==> src/rtl/cpu_pkg.sv <==
// Shared definitions for the 24-bit CPU: field widths, opcode encodings and fetch-state encoding.
package cpu_pkg;

    localparam int unsigned DATA_W   = 24;
    localparam int unsigned ADDR_W   = 16;
    localparam int unsigned OPCODE_W = 4;

    localparam logic [OPCODE_W-1:0] OP_R   = 4'b0110;
    localparam logic [OPCODE_W-1:0] OP_I   = 4'b0001;
    localparam logic [OPCODE_W-1:0] OP_LS  = 4'b0010;
    localparam logic [OPCODE_W-1:0] OP_SS  = 4'b0011;
    localparam logic [OPCODE_W-1:0] OP_BEQ = 4'b0100;

    localparam logic [DATA_W-1:0] NOP_INSTR = '0;

    typedef enum logic [1:0] {
        IDLE  = 2'd0,
        FETCH = 2'd1,
        HOLD  = 2'd2
    } fetchState_e;

endpackage

==> src/rtl/instr_fetch_stage_if_id_reg.sv <==
// IF/ID pipeline register: flush loads a bubble and wins over load; otherwise holds.
module if_id_reg
    import cpu_pkg::*;
(
    input  logic              clk,
    input  logic              reset,
    input  logic              load,
    input  logic              flush,
    input  logic [DATA_W-1:0] instrIn,
    input  logic [ADDR_W-1:0] pcNextIn,
    output logic              valid,
    output logic [DATA_W-1:0] instr,
    output logic [ADDR_W-1:0] pcNext
);

    always_ff @(posedge clk) begin
        if (reset || flush) begin
            valid  <= 1'b0;
            instr  <= NOP_INSTR;
            pcNext <= '0;
        end else if (load) begin
            valid  <= 1'b1;
            instr  <= instrIn;
            pcNext <= pcNextIn;
        end
    end

endmodule

==> src/rtl/instr_fetch_stage.sv <==
// Fetch stage: PC, request FSM and 1-entry skid; feeds the IF/ID register for decode.
module instr_fetch_stage
    import cpu_pkg::*;
#(
    parameter logic [ADDR_W-1:0] RESET_PC = '0
) (
    input  logic                clk,
    input  logic                reset,
    output logic                imem_req,
    output logic [ADDR_W-1:0]   imem_addr,
    input  logic                imem_ready,
    input  logic [DATA_W-1:0]   imem_rdata,
    input  logic                stall,
    input  logic                branch_taken,
    input  logic [ADDR_W-1:0]   branch_target,
    output logic                if_id_valid,
    output logic [DATA_W-1:0]   if_id_instr,
    output logic [ADDR_W-1:0]   if_id_pc_next,
    output logic [OPCODE_W-1:0] if_id_opcode
);

    fetchState_e       state, stateNext;
    logic [ADDR_W-1:0] pc, pcNext, reqAddr, reqAddrNext, pcInc;
    logic              reqNext, squash, squashNext;
    logic              skidValid, skidValidNext;
    logic [DATA_W-1:0] skidInstr, skidInstrNext;
    logic [ADDR_W-1:0] skidPc, skidPcNext;
    logic              ifLoad, ifFlush;
    logic [DATA_W-1:0] ldInstr;
    logic [ADDR_W-1:0] ldPcNext;

    assign pcInc     = pc + ADDR_W'(1);
    // Address has its own register so a squashed request keeps its address while pc already holds the target.
    assign imem_addr = reqAddr;

    always_ff @(posedge clk) begin
        if (reset) begin
            state     <= IDLE;
            pc        <= RESET_PC;
            reqAddr   <= RESET_PC;
            imem_req  <= 1'b0;
            squash    <= 1'b0;
            skidValid <= 1'b0;
            skidInstr <= '0;
            skidPc    <= '0;
        end else begin
            state     <= stateNext;
            pc        <= pcNext;
            reqAddr   <= reqAddrNext;
            imem_req  <= reqNext;
            squash    <= squashNext;
            skidValid <= skidValidNext;
            skidInstr <= skidInstrNext;
            skidPc    <= skidPcNext;
        end
    end

    always_comb begin
        stateNext     = state;
        pcNext        = pc;
        reqAddrNext   = reqAddr;
        reqNext       = imem_req;
        squashNext    = squash;
        skidValidNext = skidValid;
        skidInstrNext = skidInstr;
        skidPcNext    = skidPc;
        ifLoad        = 1'b0;
        ifFlush       = 1'b0;
        ldInstr       = imem_rdata;
        ldPcNext      = pcInc;

        if (branch_taken) begin
            pcNext        = branch_target;
            ifFlush       = 1'b1;
            skidValidNext = 1'b0;
            stateNext     = FETCH;
            reqNext       = 1'b1;
            if (imem_req && !imem_ready) begin
                squashNext = 1'b1;
            end else begin
                squashNext  = 1'b0;
                reqAddrNext = branch_target;
            end
        end else begin
            case (state)
                IDLE: begin
                    reqNext     = 1'b1;
                    reqAddrNext = pc;
                    stateNext   = FETCH;
                    ifFlush     = !stall;
                end
                FETCH: begin
                    if (imem_req && imem_ready) begin
                        if (squash) begin
                            squashNext  = 1'b0;
                            reqAddrNext = pc;
                            reqNext     = 1'b1;
                            ifFlush     = !stall;
                        end else if (stall) begin
                            skidValidNext = 1'b1;
                            skidInstrNext = imem_rdata;
                            skidPcNext    = pcInc;
                            reqNext       = 1'b0;
                            stateNext     = HOLD;
                        end else begin
                            ifLoad      = 1'b1;
                            pcNext      = pcInc;
                            reqAddrNext = pcInc;
                            reqNext     = 1'b1;
                        end
                    end else begin
                        ifFlush = !stall;
                    end
                end
                HOLD: begin
                    if (!stall) begin
                        ifLoad        = 1'b1;
                        ldInstr       = skidInstr;
                        ldPcNext      = skidPc;
                        pcNext        = pcInc;
                        reqAddrNext   = pcInc;
                        reqNext       = 1'b1;
                        skidValidNext = 1'b0;
                        stateNext     = FETCH;
                    end
                end
                default: stateNext = IDLE;
            endcase
        end
    end

    if_id_reg u_ifIdReg (
        .clk      (clk),
        .reset    (reset),
        .load     (ifLoad),
        .flush    (ifFlush),
        .instrIn  (ldInstr),
        .pcNextIn (ldPcNext),
        .valid    (if_id_valid),
        .instr    (if_id_instr),
        .pcNext   (if_id_pc_next)
    );

    assign if_id_opcode = if_id_instr[DATA_W-1 -: OPCODE_W];

endmodule

==> config.mk <==
export PLATFORM = sky130hd
export DESIGN_NAME = instr_fetch_stage
export DESIGN_NICKNAME = d
export VERILOG_FILES = /design/src/rtl/cpu_pkg.sv /design/src/rtl/instr_fetch_stage_if_id_reg.sv /design/src/rtl/instr_fetch_stage.sv
export SDC_FILE = /design/constraint.sdc
export NUM_CORES = 1
export LEC_CHECK = 0
export ABC_AREA = 1
export CORE_MARGIN = 2
export CORE_UTILIZATION = 50
export DETAILED_ROUTE_END_ITERATION = 10
export GPL_TIMING_DRIVEN = 0
export HOLD_SLACK_MARGIN = 0.06
export PLACE_DENSITY = 0.87
export SLEW_MARGIN = 30
export SYNTH_ARGS = -nofsm -noshare
export SYNTH_HDL_FRONTEND = slang
export SYNTH_SLANG_ARGS = --single-unit
==> constraint.sdc <==
create_clock -name clk -period 2.35 [get_ports clk]
set_clock_uncertainty 0.2 [all_clocks]
set_input_delay 0.3525 -clock clk [delete_from_list [all_inputs] [get_ports clk]]
set_output_delay 0.3525 -clock clk [all_outputs]
set_load 0.005 [all_outputs]
==> metrics.md, run 1 <==
| Metric | Value |
|---|---|
| Status | complete, no violations |
| Hold slack | 0.111 ns |
| Post-Synthesis Cells | 918 |
| WL/cell | 16.4 um |
| Largest family of logic cells by synthesized area | compound AO/OA/AOI/OAI gates |
| Initial Util | 51.7% |
| Flops & latches, synth | 117 |
| XOR/XNOR share of the synthesized area | 0.975% |
| Critical R2R Launch | state[1]$_SDFFE_PP0P_ |
| CP Launch Type | flop |
| Area grow syn2layout | 30.9% |
| Routed wire length | 20100 um |
| Critical path arrival | 2.41 ns |
| Dominant cell type by area after synthesis | dfxtp_1 |
| Layout cell share with drive strength beyond 1 | 10.8% |
| Fmax | 437 MHz |
| Unrepaired setup endpoints after global routing | yes |
| Fin area | 0.00823 mm^2 |
| Asr flop ratio synth | 0% |
| Synth warn | 0 |
| CTS tree | done |
| Final Slew Violations | 0 |
| Total global routing overflow | 0 |
| Worst IR Drop VDD | 0.625 mV |
| Vias in the first global route | 6406 |
| Worst Reg-to-Reg Cells | 9 |
| Die footprint | 0.0135 mm^2 |
| Ys flop type | dfxtp_1 |
| Post-synth EDFFs | 0 |
| Diodes inserted | 0 |
| Crit Path Max Fanout | 10 |
| Worst path slowest cell | dfxtp_1 |
| Remaining DRCs | 0 |
| Row count | 40 |
| Hold Path End | state[1]$_SDFFE_PP0P_ |
| Die height | 116 um |
| Tot GR Track Use | 30.0% |
| Global placer's final weighted congestion | 0.985 |
| Fin crit period | 2.29 ns |
| Die W | 116 um |
| Netlist cell types | 38 |
| Final nets | 1093 |
| RR Endpoint | skidInstr[13]$_SDFFE_PP0P_ |
| Max Cap Violations | 0 |
| Port Buffer Count | 104 |
| Core Area | 0.0122 mm^2 |
| Clock Tree Buf Depth | 2 |
| Flop-to-flop setup slack | 0.06 ns |
| Required time of the critical path | 2.47 ns |
| First-pass GRT wire length | 31300 um |
| Worst relative slew slack | 55.2% |
| Mapped Area | 0.00629 mm^2 |
| Worst-Skew Late Latency | 0.44 ns |
| Antenna Nets Post-Route | 0 |
| Drt via density | 5.67 |
| Post-Synth Adder-Cell Area | 0.995% |
| DP Wirelength | 13800 um |
| Mean post-synth cell area | 6.85 um^2 |
| Pin count of the biggest net entering global routing | 17 |
| Post-synthesis simple-gate area fraction | 21.4% |
| Root Buffer | clkbuf_16 |
| Multiplexer share of the synthesized area | 0.159% |
| Crit-path leading delay family | buffers and inverters |
| Cell Area, Placed | 0.00754 mm^2 |
| HP Class | input port to flop |
| Hold Startpoint | branch_taken |
| Buf+Inv Stages, Crit Path | 4 |
| TritonCTS buffer count | 17 |
| Endpoints failing setup | 0 |
| Synthesized net count | 968 |
| CP Class | flop to flop |
| Synth Area in Compound Gates | 27.9% |
| Hold Fails Final Rpt | 0 |
| LEAKAGE | 3.22 nW |
| Fillcell total | 1001 |
| Worst slew pin tran | 0.672 ns |
| Initial antenna violation count | 0 |
| Iter 0 DRT Violations | 719 |
| First drt pass iteration count | 6 |
| Top cells by area, synth | dfxtp_1, nand2_1, o21ai_0 |
| Final period util | 97.5% |
| Post-synthesis sequential area ratio | 37.2% |
| I/O Pins | 107 |
| H-Tree Depth | 4 |
| Clock sinks | 117 |
| Cell Pwr Density | 731 mW/mm^2 |
| Synth top area share | 37.2% |
| Endpoint type of the worst setup path | flop |
| WHS Path Cells | 4 |
| Routed vias | 6939 |
| Worst-path clk slew | 0.06 ns |
| CP peak stage delay | 0.32 ns |
| CP cell instances | inv_1, ha_1, nand2_2, nor3_4, inv_2, buf_2, clkbuf_1, o21ai_0, a21oi_1 |
## flip-flops by register name (all words and copies together), names as in the netlist
name	flops
u_ifIdReg.instr	24
imem_req	1
u_ifIdReg.pcNext	16
squash	1
pc	16
state	2
u_ifIdReg.valid	1
skidInstr	24
skidPc	16
imem_addr	16
## cell usage after synthesis (3+ instances only)
library cell,count
a211oi_1,3
a21oi_1,99
a311oi_1,4
a311oi_2,21
a31oi_1,9
buf_2,19
buf_4,7
buf_6,5
clkbuf_1,28
dfxtp_1,117
ha_1,5
inv_1,82
inv_2,6
nand2_1,212
nand2_2,3
nand3_1,15
nand4_1,4
nor2_1,90
nor2_2,5
o211ai_1,5
o21ai_0,147
or2_2,4
xor2_1,6
## power by group
group | switching (W) | internal (W)
clock network | 0.000947 | 0.00201
logic | 0.000546 | 0.000351
registers | 0.0000859 | 0.00208
total | 0.00158 | 0.00444
## timing repair
| action | CTS | global route |
|---|---|---|
| hold buffers | 0 | 0 |
| buffers inserted | 0 | 2 |
| resized for setup | 1 | 11 |
| setup endpoints to repair | 1 | 53 |
## kinds of logic (layout without fill, tap and decap cells)
| group | count (synthesis) | count (layout) |
|---|---|---|
| AND/OR/NAND/NOR | 337 | 337 |
| AO/OA/AOI/OAI | 296 | 296 |
| buffers and inverters | 155 | 292 |
| flip-flops | 117 | 117 |
| XOR/XNOR | 7 | 7 |
| adder cells (fa/ha/maj) | 5 | 5 |
| multiplexers | 1 | 1 |
## cell type report
class	instances	area (um^2)	share of cell area [%]
multi-input combinational	646	3250	39.5
inverter	89	335	4.07
clock inverter	9	200	2.43
sequential	117	2340	28.5
clock buffer	22	454	5.52
buffer	66	382	4.64
timing repair buffer	106	1060	12.8
tap	168	210	2.55
## worst min-delay path: stages
cell and delay (ns):
buf_6 0.14, nor2_1 0.08, nand2_1 0.08, a21oi_1 0.04
## worst max path at each step
stage	from	slack (ns)	end	cells past startpoint
6_report	state[1]$_SDFFE_PP0P_	0.06	skidInstr[13]$_SDFFE_PP0P_	9
5_1_grt	state[0]$_SDFFE_PP0P_	-0.03	skidInstr[13]$_SDFFE_PP0P_	8
4_1_cts	state[0]$_SDFFE_PP0P_	0.06	u_ifIdReg.instr[11]$_SDFFE_PP0P_	10
3_5_place_dp	imem_ready	-0.07	u_ifIdReg.pcNext[13]$_SDFFE_PP0P_	8
3_3_place_gp	imem_ready	-0.03	u_ifIdReg.pcNext[8]$_SDFFE_PP0P_	8
2_1_floorplan	state[0]$_SDFFE_PP0P_	0.39	u_ifIdReg.pcNext[11]$_SDFFE_PP0P_	11
## per-stage QoR
stage | setup slack (ns) | setup TNS [ns] | power, W | std cells | utilization [%]
after global placement | -0.0348 | -0.140 | 0.00303 | 1190 | 62.0
after detailed placement | -0.0723 | -0.887 | 0.00305 | 1190 | 62.0
after floorplan | 0.391 | 0 | 0.00270 | 918 | -
after global routing | -0.0261 | -0.0588 | 0.00617 | 1223 | 67.7
final | 0.0599 | 0 | 0.00602 | 1223 | 67.7
after CTS | 0.0557 | 0 | 0.00597 | 1221 | 67.4
## layer usage
layer	track usage, %	vias up	routed length [um]
li1	-	3296	-
met2	48.6	458	9280
met3	8.04	68	2210
met5	0	-	0
met1	36.8	3117	7880
met4	15.2	0	736
## cell usage in the layout (no fill, tap or decap), types with 3 or more instances in the layout
cell,instances
a211oi_1,3
a21oi_1,99
a311oi_1,4
a311oi_2,21
a31oi_1,9
buf_2,19
buf_4,9
buf_6,5
bufinv_16,6
clkbuf_1,30
clkbuf_16,17
clkbuf_2,3
clkdlybuf4s50_1,104
dfxtp_1,117
ha_1,5
inv_1,81
inv_2,7
nand2_1,212
nand2_2,3
nand3_1,15
nand4_1,4
nor2_1,89
nor2_2,4
nor2_4,3
o211ai_1,5
o21ai_0,146
o21ai_1,3
or2_2,4
xor2_1,6
Note: power is estimated with default switching activity, not from simulation.
==> inputs of run 2 (changes only) <==
--- a/config.mk
+++ b/config.mk
@@ -9,7 +9,7 @@
 export CORE_MARGIN = 2
 export CORE_UTILIZATION = 50
 export DETAILED_ROUTE_END_ITERATION = 10
-export GPL_TIMING_DRIVEN = 0
+export GPL_TIMING_DRIVEN = 1
 export HOLD_SLACK_MARGIN = 0.06
 export PLACE_DENSITY = 0.87
 export SLEW_MARGIN = 30
==> run 2 against run 1 <==
  * Sequential cell count unchanged
  * Sequential power about the same
  * Combinational power down 4.0%
  * Worst hold slack better by 0.13 ns
  * Via count down 5.5%
  * Worst setup slack better by 0.10 ns
  * Clock-buffer cell count down 1
  * Power down 3.4%
  * Fmax up 4.7%
  * Wire length down 13%
  * Register-to-register slack better by 0.10 ns
  * Critical path type unchanged
  * Largest cell class unchanged
  * Largest power group unchanged
  * Highest routed layer unchanged
==> metrics.md, run 2 (same netlist as run 1, synthesis figures left out) <==
| Metric | Value |
|---|---|
| Status | complete, no violations |
| Diodes inserted | 0 |
| Endpoints failing setup | 0 |
| WL/cell | 14.8 um |
| Crit-path leading delay family | flip-flops |
| CTS hold repair buffers | 0 |
| LEAKAGE | 3.13 nW |
| Row count | 40 |
| CP cell instances | ha_1, nand3_1, nor2_1, xor2_1, o21ai_0, o21ai_0, inv_1 |
| Max Cap Violations | 0 |
| CP peak stage delay | 0.46 ns |
| TritonCTS buffer count | 17 |
| Met3 usage | 5.66% |
| Final period util | 93.1% |
| RR Endpoint | skidPc[6]$_SDFFE_PP0P_ |
| Core Area | 0.0122 mm^2 |
| Worst slew pin tran | 0.739 ns |
| Worst Reg-to-Reg Cells | 7 |
| Cell Pwr Density | 719 mW/mm^2 |
| Worst path slowest cell | dfxtp_1 |
| Critical path arrival | 2.29 ns |
| CP Class | flop to flop |
| Crit path depth | 7 |
| GR Util met2 | 44.6% |
| Clock sinks | 117 |
| Layout cell share with drive strength beyond 1 | 10.2% |
| Total global routing overflow | 0 |
| Antenna Nets Post-Route | 0 |
| Die footprint | 0.0135 mm^2 |
| Register area | 0.00234 mm^2 |
| Fmax | 457 MHz |
| First-pass GRT wire length | 28700 um |
| Final worst setup slack | 0.162 ns |
| Commonest non-fill, non-tap cell in the layout | nand2_1 |
| Hold slack | 0.245 ns |
| Footprint of the multi-input gates | 0.00324 mm^2 |
| CP Capture Point | skidPc[6]$_SDFFE_PP0P_ |
| Pin count of the biggest net entering global routing | 68 |
| Iter 0 DRT Violations | 698 |
| Vias in the first global route | 5963 |
| Hold Fails Final Rpt | 0 |
| Drt via density | 5.54 |
| Final Slew Violations | 0 |
| Worst IR Drop VDD | 0.494 mV |
| Area grow syn2layout | 28.6% |
| I/O Pins | 107 |
| GR met1 Demand/Resource | 34.9% |
| Critical R2R Launch | pc[0]$_SDFFE_PP0P_ |
| Clock Tree Buf Depth | 2 |
| HP Class | flop to flop |
| Fillcell total | 974 |
| Fin crit period | 2.19 ns |
| Root Buffer | clkbuf_16 |
| Most frequent cells in the layout | nand2_1, o21ai_0, dfxtp_1 |
| CP Launch Type | flop |
| Largest regs | skidInstr x24, u_ifIdReg.instr x24 |
| Initial antenna violation count | 0 |
| Remaining DRCs | 0 |
| Endpoint type of the worst setup path | flop |
| Routed wire length | 17500 um |
| Required time of the critical path | 2.46 ns |
| Buf+Inv Stages, Crit Path | 1 |
| Die height | 116 um |
| CTS tree | done |
| Final nets | 1052 |
| Crit Path Max Fanout | 6 |
| DP Wirelength | 11000 um |
| Pre-CTS setup slack | -0.0154 ns |
| First drt pass iteration count | 7 |
| Initial Util | 51.7% |
| Global placer's final weighted congestion | 1.00 |
| Critical Path Start | pc[0]$_SDFFE_PP0P_ |
| Worst-path clk slew | 0.05 ns |
| H-Tree Depth | 4 |
| Most used routing layer | met2 |
| Port Buffer Count | 106 |
| Total power | 0.00581 W |
| Routed vias | 6559 |
| WHS Path Cells | 2 |
| Tot GR Track Use | 26.9% |
| Flop-to-flop setup slack | 0.16 ns |
| Worst relative slew slack | 50.7% |
| Unrepaired setup endpoints after global routing | yes |
| Crit path top cell by count | o21ai_0 |
| Die W | 116 um |
| Worst-Skew Late Latency | 0.42 ns |
run 2: repair_timing:
action / in CTS / in global routing
setup endpoints to repair: 0 / 21
resized for setup: 0 / 4
setup buffers: 0 / 2
run 2: power breakdown:
group          leakage [nW]  switching (W)  internal (W)  total, W
sequential            0.952      0.0000809       0.00208   0.00216
clock                 0.300       0.000956       0.00183   0.00279
combinational          1.88       0.000509      0.000352  0.000861
total                  3.13        0.00155       0.00427   0.00581
run 2: how the worst min path moves through the flow:
stage	endpoint	startpoint	slack, ns
global placement	skidInstr[6]$_SDFFE_PP0P_	skidInstr[6]$_SDFFE_PP0P_	0.23
finish	skidInstr[0]$_SDFFE_PP0P_	skidInstr[0]$_SDFFE_PP0P_	0.25
CTS	skidInstr[0]$_SDFFE_PP0P_	skidInstr[0]$_SDFFE_PP0P_	0.25
global route	skidInstr[7]$_SDFFE_PP0P_	skidInstr[7]$_SDFFE_PP0P_	0.26
floorplan	skidInstr[10]$_SDFFE_PP0P_	skidInstr[10]$_SDFFE_PP0P_	0.22
detailed placement	skidInstr[0]$_SDFFE_PP0P_	skidInstr[0]$_SDFFE_PP0P_	0.24
run 2: worst min-delay path, stage by stage, from the launching register on:
cell,delay (ns)
dfxtp_1,0.29
inv_1,0.05
a21oi_1,0.05
run 2: final cells by class:
| cell class | instances | share of cell area [%] |
|---|---|---|
| tap | 168 | 2.60 |
| multi-input combinational | 646 | 40.1 |
| clock inverter | 11 | 2.15 |
| sequential | 117 | 29.0 |
| clock buffer | 21 | 5.69 |
| timing repair buffer | 131 | 16.3 |
| inverter | 89 | 4.19 |
run 2: metal layers:
metal  vias to the layer above  wire length, um
met4                         0              302
met2                       307             8420
li1                       3209                -
met3                        33             1420
met5                         -                0
met1                      3010             7350
run 2: through the flow:
stage          setup TNS [ns]  utilization, %  instances  cell area (um^2)
6_report                    0            66.5       1183              8090
5_1_grt             -0.000828            66.5       1183              8090
4_1_cts                     0            66.3       1181              8060
3_5_place_dp          -0.0154            61.1       1149              7430
3_3_place_gp                0            61.1       1149              7430
2_1_floorplan               0               -        918              6290
